### src/rtl/nibble_serial_subtractor_pkg.sv
// Shared constants and state encoding for the nibble-serial subtractor.
//   WIDTH  : operand/result width
//   SLICE  : bits subtracted per clock
//   NSLICE : number of slices per operation
package nibble_serial_subtractor_pkg;

  localparam int WIDTH  = 16;
  localparam int SLICE  = 4;
  localparam int NSLICE = WIDTH / SLICE;
  localparam int IDX_W  = (NSLICE > 1) ? $clog2(NSLICE) : 1;

  // 2'd3 is unused; the FSM falls back to IDLE if it ever appears.
  typedef enum logic [1:0] {
    ST_IDLE = 2'd0,
    ST_RUN  = 2'd1,
    ST_DONE = 2'd2
  } state_e;

endpackage

### src/rtl/nibble_serial_subtractor_if.sv
// Operand/result handshake bundle for the nibble-serial subtractor.
//   master : producer/consumer side (drives operands, in_valid, out_ready)
//   slave  : subtractor side (drives in_ready, diff, b_out_final, out_valid)
interface nibble_serial_subtractor_if;
  import nibble_serial_subtractor_pkg::*;

  logic [WIDTH-1:0]  a;
  logic [WIDTH-1:0]  b;
  logic              b_in;
  logic              in_valid;
  logic              in_ready;
  logic [WIDTH-1:0]  diff;
  logic [NSLICE-1:0] b_out_final;
  logic              out_valid;
  logic              out_ready;

  modport master (
    output a, b, b_in, in_valid, out_ready,
    input  in_ready, diff, b_out_final, out_valid
  );

  modport slave (
    input  a, b, b_in, in_valid, out_ready,
    output in_ready, diff, b_out_final, out_valid
  );

endinterface

### src/rtl/nibble_serial_subtractor_sub4.sv
// Combinational SLICE-bit subtract slice: {bout, d4} = a4 - b4 - bin.
//   a4, b4 : slice operands
//   bin    : borrow into the slice
//   d4     : slice difference
//   bout   : borrow out of the slice
module nibble_sub4
  import nibble_serial_subtractor_pkg::*;
(
  input  logic [SLICE-1:0] a4,
  input  logic [SLICE-1:0] b4,
  input  logic             bin,
  output logic [SLICE-1:0] d4,
  output logic             bout
);

  logic [SLICE:0] full;

  // One extra bit catches the borrow as the sign of the widened result.
  assign full = {1'b0, a4} - {1'b0, b4} - {{SLICE{1'b0}}, bin};
  assign d4   = full[SLICE-1:0];
  assign bout = full[SLICE];

endmodule

### src/rtl/nibble_serial_subtractor.sv
// Sequential WIDTH-bit subtractor, one SLICE per clock, LSB slice first.
//   clk_i : clock, rising edge
//   rst_i : synchronous reset, active-high
//   bus   : slave side of the operand/result handshake
// State | meaning
//   IDLE  | waiting for operands, in_ready=1
//   RUN   | subtracting slice idx_q this cycle
//   DONE  | result held until out_ready
module nibble_serial_subtractor
  import nibble_serial_subtractor_pkg::*;
(
  input  logic                     clk_i,
  input  logic                     rst_i,
  nibble_serial_subtractor_if.slave bus
);

  state_e            state_q, state_d;
  logic [IDX_W-1:0]  idx_q, idx_d;
  logic              borrow_q, borrow_d;
  logic [WIDTH-1:0]  a_q, a_d;
  logic [WIDTH-1:0]  b_q, b_d;
  logic [WIDTH-1:0]  diff_q, diff_d;
  logic [NSLICE-1:0] bout_q, bout_d;

  logic [SLICE-1:0]  a4, b4, d4;
  logic              slice_bout;

  // Single slice shared across all positions, selected by idx_q.
  assign a4 = a_q[idx_q*SLICE +: SLICE];
  assign b4 = b_q[idx_q*SLICE +: SLICE];

  nibble_sub4 u_slice (
    .a4   (a4),
    .b4   (b4),
    .bin  (borrow_q),
    .d4   (d4),
    .bout (slice_bout)
  );

  always_comb begin
    state_d  = state_q;
    idx_d    = idx_q;
    borrow_d = borrow_q;
    a_d      = a_q;
    b_d      = b_q;
    diff_d   = diff_q;
    bout_d   = bout_q;
    case (state_q)
      ST_IDLE: begin
        if (bus.in_valid) begin
          a_d      = bus.a;
          b_d      = bus.b;
          borrow_d = bus.b_in;
          idx_d    = '0;
          state_d  = ST_RUN;
        end
      end
      ST_RUN: begin
        diff_d[idx_q*SLICE +: SLICE] = d4;
        bout_d[idx_q]                = slice_bout;
        borrow_d                     = slice_bout;
        idx_d                        = idx_q + IDX_W'(1);
        if (idx_q == IDX_W'(NSLICE - 1)) begin
          state_d = ST_DONE;
        end
      end
      ST_DONE: begin
        if (bus.out_ready) begin
          state_d = ST_IDLE;
        end
      end
      default: state_d = ST_IDLE;
    endcase
  end

  always_ff @(posedge clk_i) begin
    if (rst_i) begin
      state_q  <= ST_IDLE;
      idx_q    <= '0;
      borrow_q <= 1'b0;
      a_q      <= '0;
      b_q      <= '0;
      diff_q   <= '0;
      bout_q   <= '0;
    end else begin
      state_q  <= state_d;
      idx_q    <= idx_d;
      borrow_q <= borrow_d;
      a_q      <= a_d;
      b_q      <= b_d;
      diff_q   <= diff_d;
      bout_q   <= bout_d;
    end
  end

  assign bus.in_ready    = (state_q == ST_IDLE);
  assign bus.out_valid   = (state_q == ST_DONE);
  assign bus.diff        = diff_q;
  assign bus.b_out_final = bout_q;

endmodule

### src/flat_wrapper.sv
// flat-port wrapper written by rule: the top's interface ports become plain ports
module nibble_serial_subtractor_flat import nibble_serial_subtractor_pkg::*;
  (clk_i, rst_i, bus_a, bus_b, bus_b_in, bus_in_valid, bus_out_ready, bus_in_ready, bus_diff, bus_b_out_final, bus_out_valid);
  nibble_serial_subtractor_if bus_i ();
  input  logic clk_i;
  input  logic rst_i;
  input wire logic [$bits(bus_i.a)-1:0] bus_a;
  input wire logic [$bits(bus_i.b)-1:0] bus_b;
  input wire logic [$bits(bus_i.b_in)-1:0] bus_b_in;
  input wire logic [$bits(bus_i.in_valid)-1:0] bus_in_valid;
  input wire logic [$bits(bus_i.out_ready)-1:0] bus_out_ready;
  output wire logic [$bits(bus_i.in_ready)-1:0] bus_in_ready;
  output wire logic [$bits(bus_i.diff)-1:0] bus_diff;
  output wire logic [$bits(bus_i.b_out_final)-1:0] bus_b_out_final;
  output wire logic [$bits(bus_i.out_valid)-1:0] bus_out_valid;
  assign bus_i.a = bus_a;
  assign bus_i.b = bus_b;
  assign bus_i.b_in = bus_b_in;
  assign bus_i.in_valid = bus_in_valid;
  assign bus_i.out_ready = bus_out_ready;
  assign bus_in_ready = bus_i.in_ready;
  assign bus_diff = bus_i.diff;
  assign bus_b_out_final = bus_i.b_out_final;
  assign bus_out_valid = bus_i.out_valid;
  nibble_serial_subtractor u_core (.clk_i(clk_i), .rst_i(rst_i), .bus(bus_i));
endmodule
### config.mk
export PLATFORM = sky130hd
export DESIGN_NAME = nibble_serial_subtractor_flat
export DESIGN_NICKNAME = d
export VERILOG_FILES = /design/src/rtl/nibble_serial_subtractor_pkg.sv /design/src/rtl/nibble_serial_subtractor_if.sv /design/src/rtl/nibble_serial_subtractor_sub4.sv /design/src/rtl/nibble_serial_subtractor.sv /design/src/flat_wrapper.sv
export SDC_FILE = /design/constraint.sdc
export NUM_CORES = 1
export LEC_CHECK = 0
export ABC_AREA = 1
export CAP_MARGIN = 20
export CORE_ASPECT_RATIO = 1.5
export CORE_UTILIZATION = 45
export DETAILED_ROUTE_END_ITERATION = 16
export PLACE_DENSITY_LB_ADDON = 0.2
export SLEW_MARGIN = 5
export SYNTH_ARGS = -nofsm -noshare
export SYNTH_HDL_FRONTEND = slang
export SYNTH_SLANG_ARGS = --single-unit
### constraint.sdc
create_clock -name clk_i -period 2.65 [get_ports clk_i]
set_input_delay 0.3975 -clock clk_i [delete_from_list [all_inputs] [get_ports clk_i]]
set_output_delay 0.3975 -clock clk_i [all_outputs]
set_load 0.01 [all_outputs]
==> tab_implementation.tex <==
\begin{tabular}{lr}
\hline
Metric & Value \\
\hline
\multicolumn{2}{l}{\textbf{Logic synthesis}} \\
\quad Most common library cells after synthesis & nor2\_1 (79), dfxtp\_1 (57), nand2\_1 (53), o21ai\_0 (43), inv\_1 (26) \\
\quad Most common flop cell mapped by yosys & dfxtp\_1 \\
\quad Area share of the largest cell type after synthesis & 0.444 \\
\quad Count of flip-flops with a built-in enable after synthesis & 0 \\
\quad Net Count, Synth & $\sim$400 \\
\quad Most frequently used cell type in the post-synthesis netlist & nor2\_1 \\
\quad Yosys warnings & 0 \\
\quad Async set or reset register ratio after synthesis & 0 \\
\quad Cell taking the most area after synthesis & dfxtp\_1 \\
\quad Register bit count reported by yosys & 57 \\
\quad Number of distinct standard cells referenced by the synthesized netlist & 27 \\
\quad Cells after Synth & 346 \\
\quad Total standard cell area after synthesis & approximately 2600 um\^{}2 \\
\quad Synthesized area per cell & about 7.4 um\^{}2 \\
\quad Fraction of the yosys area taken by sequential cells & 0.444 \\
\quad Area contributors post-synth & dfxtp\_1 (44\%), nor2\_1 (12\%), o21ai\_0 (8.4\%) \\
\multicolumn{2}{l}{\textbf{Global routing}} \\
\quad Maximum number of pins on one net before global-route repair & 35 \\
\quad Overflow left after global routing & 0 \\
\quad Number of global-route vias before repair & $\sim$2200 \\
\quad GRT Overall Usage & 0.210 \\
\quad Antenna violations before repair & 0 \\
\quad First-pass GRT wire length & slightly below 10000 um \\
\multicolumn{2}{l}{\textbf{Timing}} \\
\quad Slew HR & 0.505 \\
\quad Highest attainable clock frequency & about 400 MHz \\
\quad Max-slew violation count & 0 \\
\quad Setup total negative slack & 0 ns \\
\quad Transition time at the pin with the least slew margin & $\sim$0.74 ns \\
\quad Worst setup skew after layout & 0.00637 ns \\
\quad Portion of the clock cycle consumed by the worst path in the final layout & 0.919 \\
\quad Setup violation total in the final timing report & 0 \\
\quad Count of final hold-check violations & 0 \\
\quad Final worst-path setup slack & $\sim$0.21 ns \\
\quad Post-route minimum period & between 2 and 2.5 ns \\
\quad Unrepaired setup endpoints after global routing & false \\
\multicolumn{2}{l}{\textbf{Route}} \\
\quad Met1 layer wirelength in the final routing & approximately 2100 um \\
\quad Final wirelength & 5590 um \\
\quad Via density per instance & between 4 and 5 \\
\quad DR pass1 iterations & 4 \\
\quad Number of vias in the routed layout & $\sim$2400 \\
\quad Average detailed-routed wire length per instance & approximately 12 um \\
\quad Detailed-route DRC error count & 0 \\
\quad Residual antenna-violating net count after detailed routing & 0 \\
\quad Top layer in use & met4 \\
\quad Met3 wire len & around 180 um \\
\quad Initial drt markers & 82 \\
\quad Met2 WL & around 3100 um \\
\multicolumn{2}{l}{\textbf{Clock tree}} \\
\quad Later-pin clock latency in the skew report & roughly 0.33 ns \\
\quad TritonCTS clock tree & done \\
\quad Post-cts gate resize count & 0 \\
\quad Clock-pin slew of the registers on the worst-case setup and hold paths & 0.06 ns \\
\quad Clock buffer depth & 2 \\
\quad Post-cts hold buffer count & 0 \\
\quad H-tree lvl count & 3 \\
\quad Buffer cell driving the clock tree root & clkbuf\_8 \\
\quad TritonCTS sink count & 57 \\
\quad Number of buffers created by CTS & 9 \\
\quad Buffer count from post-CTS setup fixing & 0 \\
\multicolumn{2}{l}{\textbf{Layout}} \\
\quad Fraction of layout instances using a drive strength above 1 & 0.0823 \\
\quad Filler cell count & 510 \\
\quad Count of antenna diodes in the layout & 0 \\
\quad Final core utilization & 0.624 \\
\quad Final-stage net count & between 400 and 500 \\
\quad Synthesis-to-finish area growth & 33.3\% \\
\multicolumn{2}{l}{\textbf{Placed design}} \\
\quad Number of buffer cells added on primary ports & between 50 and 60 \\
\quad Detailed Place HPWL & 4260 um \\
\quad Worst Setup Slack post-DPL & approximately 0.24 ns \\
\quad Global placement routability congestion & 0.846 \\
\multicolumn{2}{l}{\textbf{Worst setup path}} \\
\quad Critical path cell sequence & buf\_4, nand2\_1, a32o\_1, fa\_1, inv\_1, fa\_1, nor3\_1, a22oi\_1, nor2\_1 \\
\quad Worst path required time & 2.93 ns \\
\quad Crit Path Class & reg -> reg \\
\quad Most frequent cell on the critical path & fa\_1 \\
\quad Type of element capturing the critical path & flip-flop \\
\quad Cell type of the slowest stage on the worst timing path & fa\_1 \\
\quad Crit path launch type & flip-flop \\
\quad Stage delay of the slowest cell on the critical path & $\sim$0.43 ns \\
\quad Critical path arrival & 2.71 ns \\
\quad Crit path max fanout & 15 \\
\multicolumn{2}{l}{\textbf{Status}} \\
\quad Run status & finished, final reports clean \\
\multicolumn{2}{l}{\textbf{Floorplanning}} \\
\quad Area enclosed by the die boundary & $\sim$6000 um\^{}2 \\
\quad Die height & 94.6 um \\
\quad Std-Cell Rows & 33 \\
\quad Die boundary width & approximately 64 um \\
\quad Boundary pin count & a little under 60 \\
\quad Initial Utilization & 0.468 \\
\quad Area of the core & 5490 um\^{}2 \\
\multicolumn{2}{l}{\textbf{Power}} \\
\quad Peak VDD IR & between 0.4 and 0.5 mV \\
\quad Leakage power & roughly 1.4 nW \\
\quad PD cells & approximately 640 nW/um\^{}2 \\
\quad Total design power & approximately 2.2 mW \\
\multicolumn{2}{l}{\textbf{Flow run}} \\
\quad Max-cap violations & 0 \\
\multicolumn{2}{l}{\textbf{Min path}} \\
\quad Path type of the worst min-delay path & reg -> reg \\
\hline
\end{tabular}
==> path summary, 6_finish.rpt <==
path | from | endpoint | slack, ns | cells past startpoint
setup / recovery | u_core.idx_q[0]$_SDFFE_PP0P_ | u_core.bus.diff[13]$_SDFFE_PP0P_ | 0.21 | 9
setup reg to reg | u_core.idx_q[0]$_SDFFE_PP0P_ | u_core.bus.diff[13]$_SDFFE_PP0P_ | 0.21 | 9
hold / removal | u_core.bus.diff[8]$_SDFFE_PP0P_ | u_core.bus.diff[8]$_SDFFE_PP0P_ | 0.46 | 2
hold reg to reg | u_core.bus.diff[8]$_SDFFE_PP0P_ | u_core.bus.diff[8]$_SDFFE_PP0P_ | 0.46 | 2
==> worst max-delay path: cells and delay by family (launching register included) <==
family / cells / cell delay, ns
DFF: 1 / 0.35
buffers and inverters: 2 / 0.30
AOI/OAI and AO/OA: 2 / 0.39
adders and majority gates: 2 / 0.84
and+or+nand+nor: 3 / 0.50
==> report_power, final <==
group	switching, mW	leakage, nW	internal (mW)
Clock	0.327	0.0953	0.456
Combinational	0.259	0.831	0.195
Sequential	0.0325	0.468	0.914
Total	0.619	1.39	1.56
==> flip-flops by register name, indices dropped and copies added (netlist names) <==
name                    cells
u_core.bus.b_out_final      4
u_core.idx_q                2
u_core.bus.diff            16
u_core.borrow_q             1
u_core.a_q                 16
u_core.state_q              2
u_core.b_q                 16
==> metal layers <==
layer  track usage  vias to the layer above
li1              -                     1247
met1         0.208                     1099
met2         0.397                       46
met3        0.0592                       14
met4         0.100                        0
met5             0                        -
==> per-stage QoR <==
stage	hold slack, ns	area (um^2)	std cells
floorplan	0.450	2570	346
global placement	0.452	3230	467
detailed placement	0.456	3230	467
CTS	0.465	3430	483
global route	0.479	3430	483
finish	0.462	3430	483
==> area by class of cell <==
type,count,area [um^2],area share
tap,70,87.6,0.0256
sequential,57,1140,0.333
multi-input combinational,245,1250,0.364
clock inverter,5,55.1,0.0161
inverter,28,105,0.0307
timing repair buffer,67,648,0.189
clock buffer,11,141,0.0413
==> cells by family after synthesis <==
kind of cell / after synthesis / synth area share
AOI/OAI and AO/OA: 80 / 0.170
buffers and inverters: 44 / 0.0706
xor gates and xnor gates: 2 / 0.00681
adders and majority gates: 12 / 0.0642
and+or+nand+nor: 151 / 0.244
DFF: 57 / 0.444
==> cells in the final DEF (no fill, tap or decap), types with 3 or more instances in the layout <==
cell type / count
nor2_1: 79
o21ai_0: 43
o22ai_1: 3
a32o_1: 3
nor2_2: 3
a21oi_1: 24
buf_4: 9
nand3_1: 7
dfxtp_1: 57
ha_1: 10
a22oi_1: 3
inv_1: 26
clkdlybuf4s50_1: 58
clkbuf_8: 10
nand2_1: 53
Power figures use the tool's default switching activity.
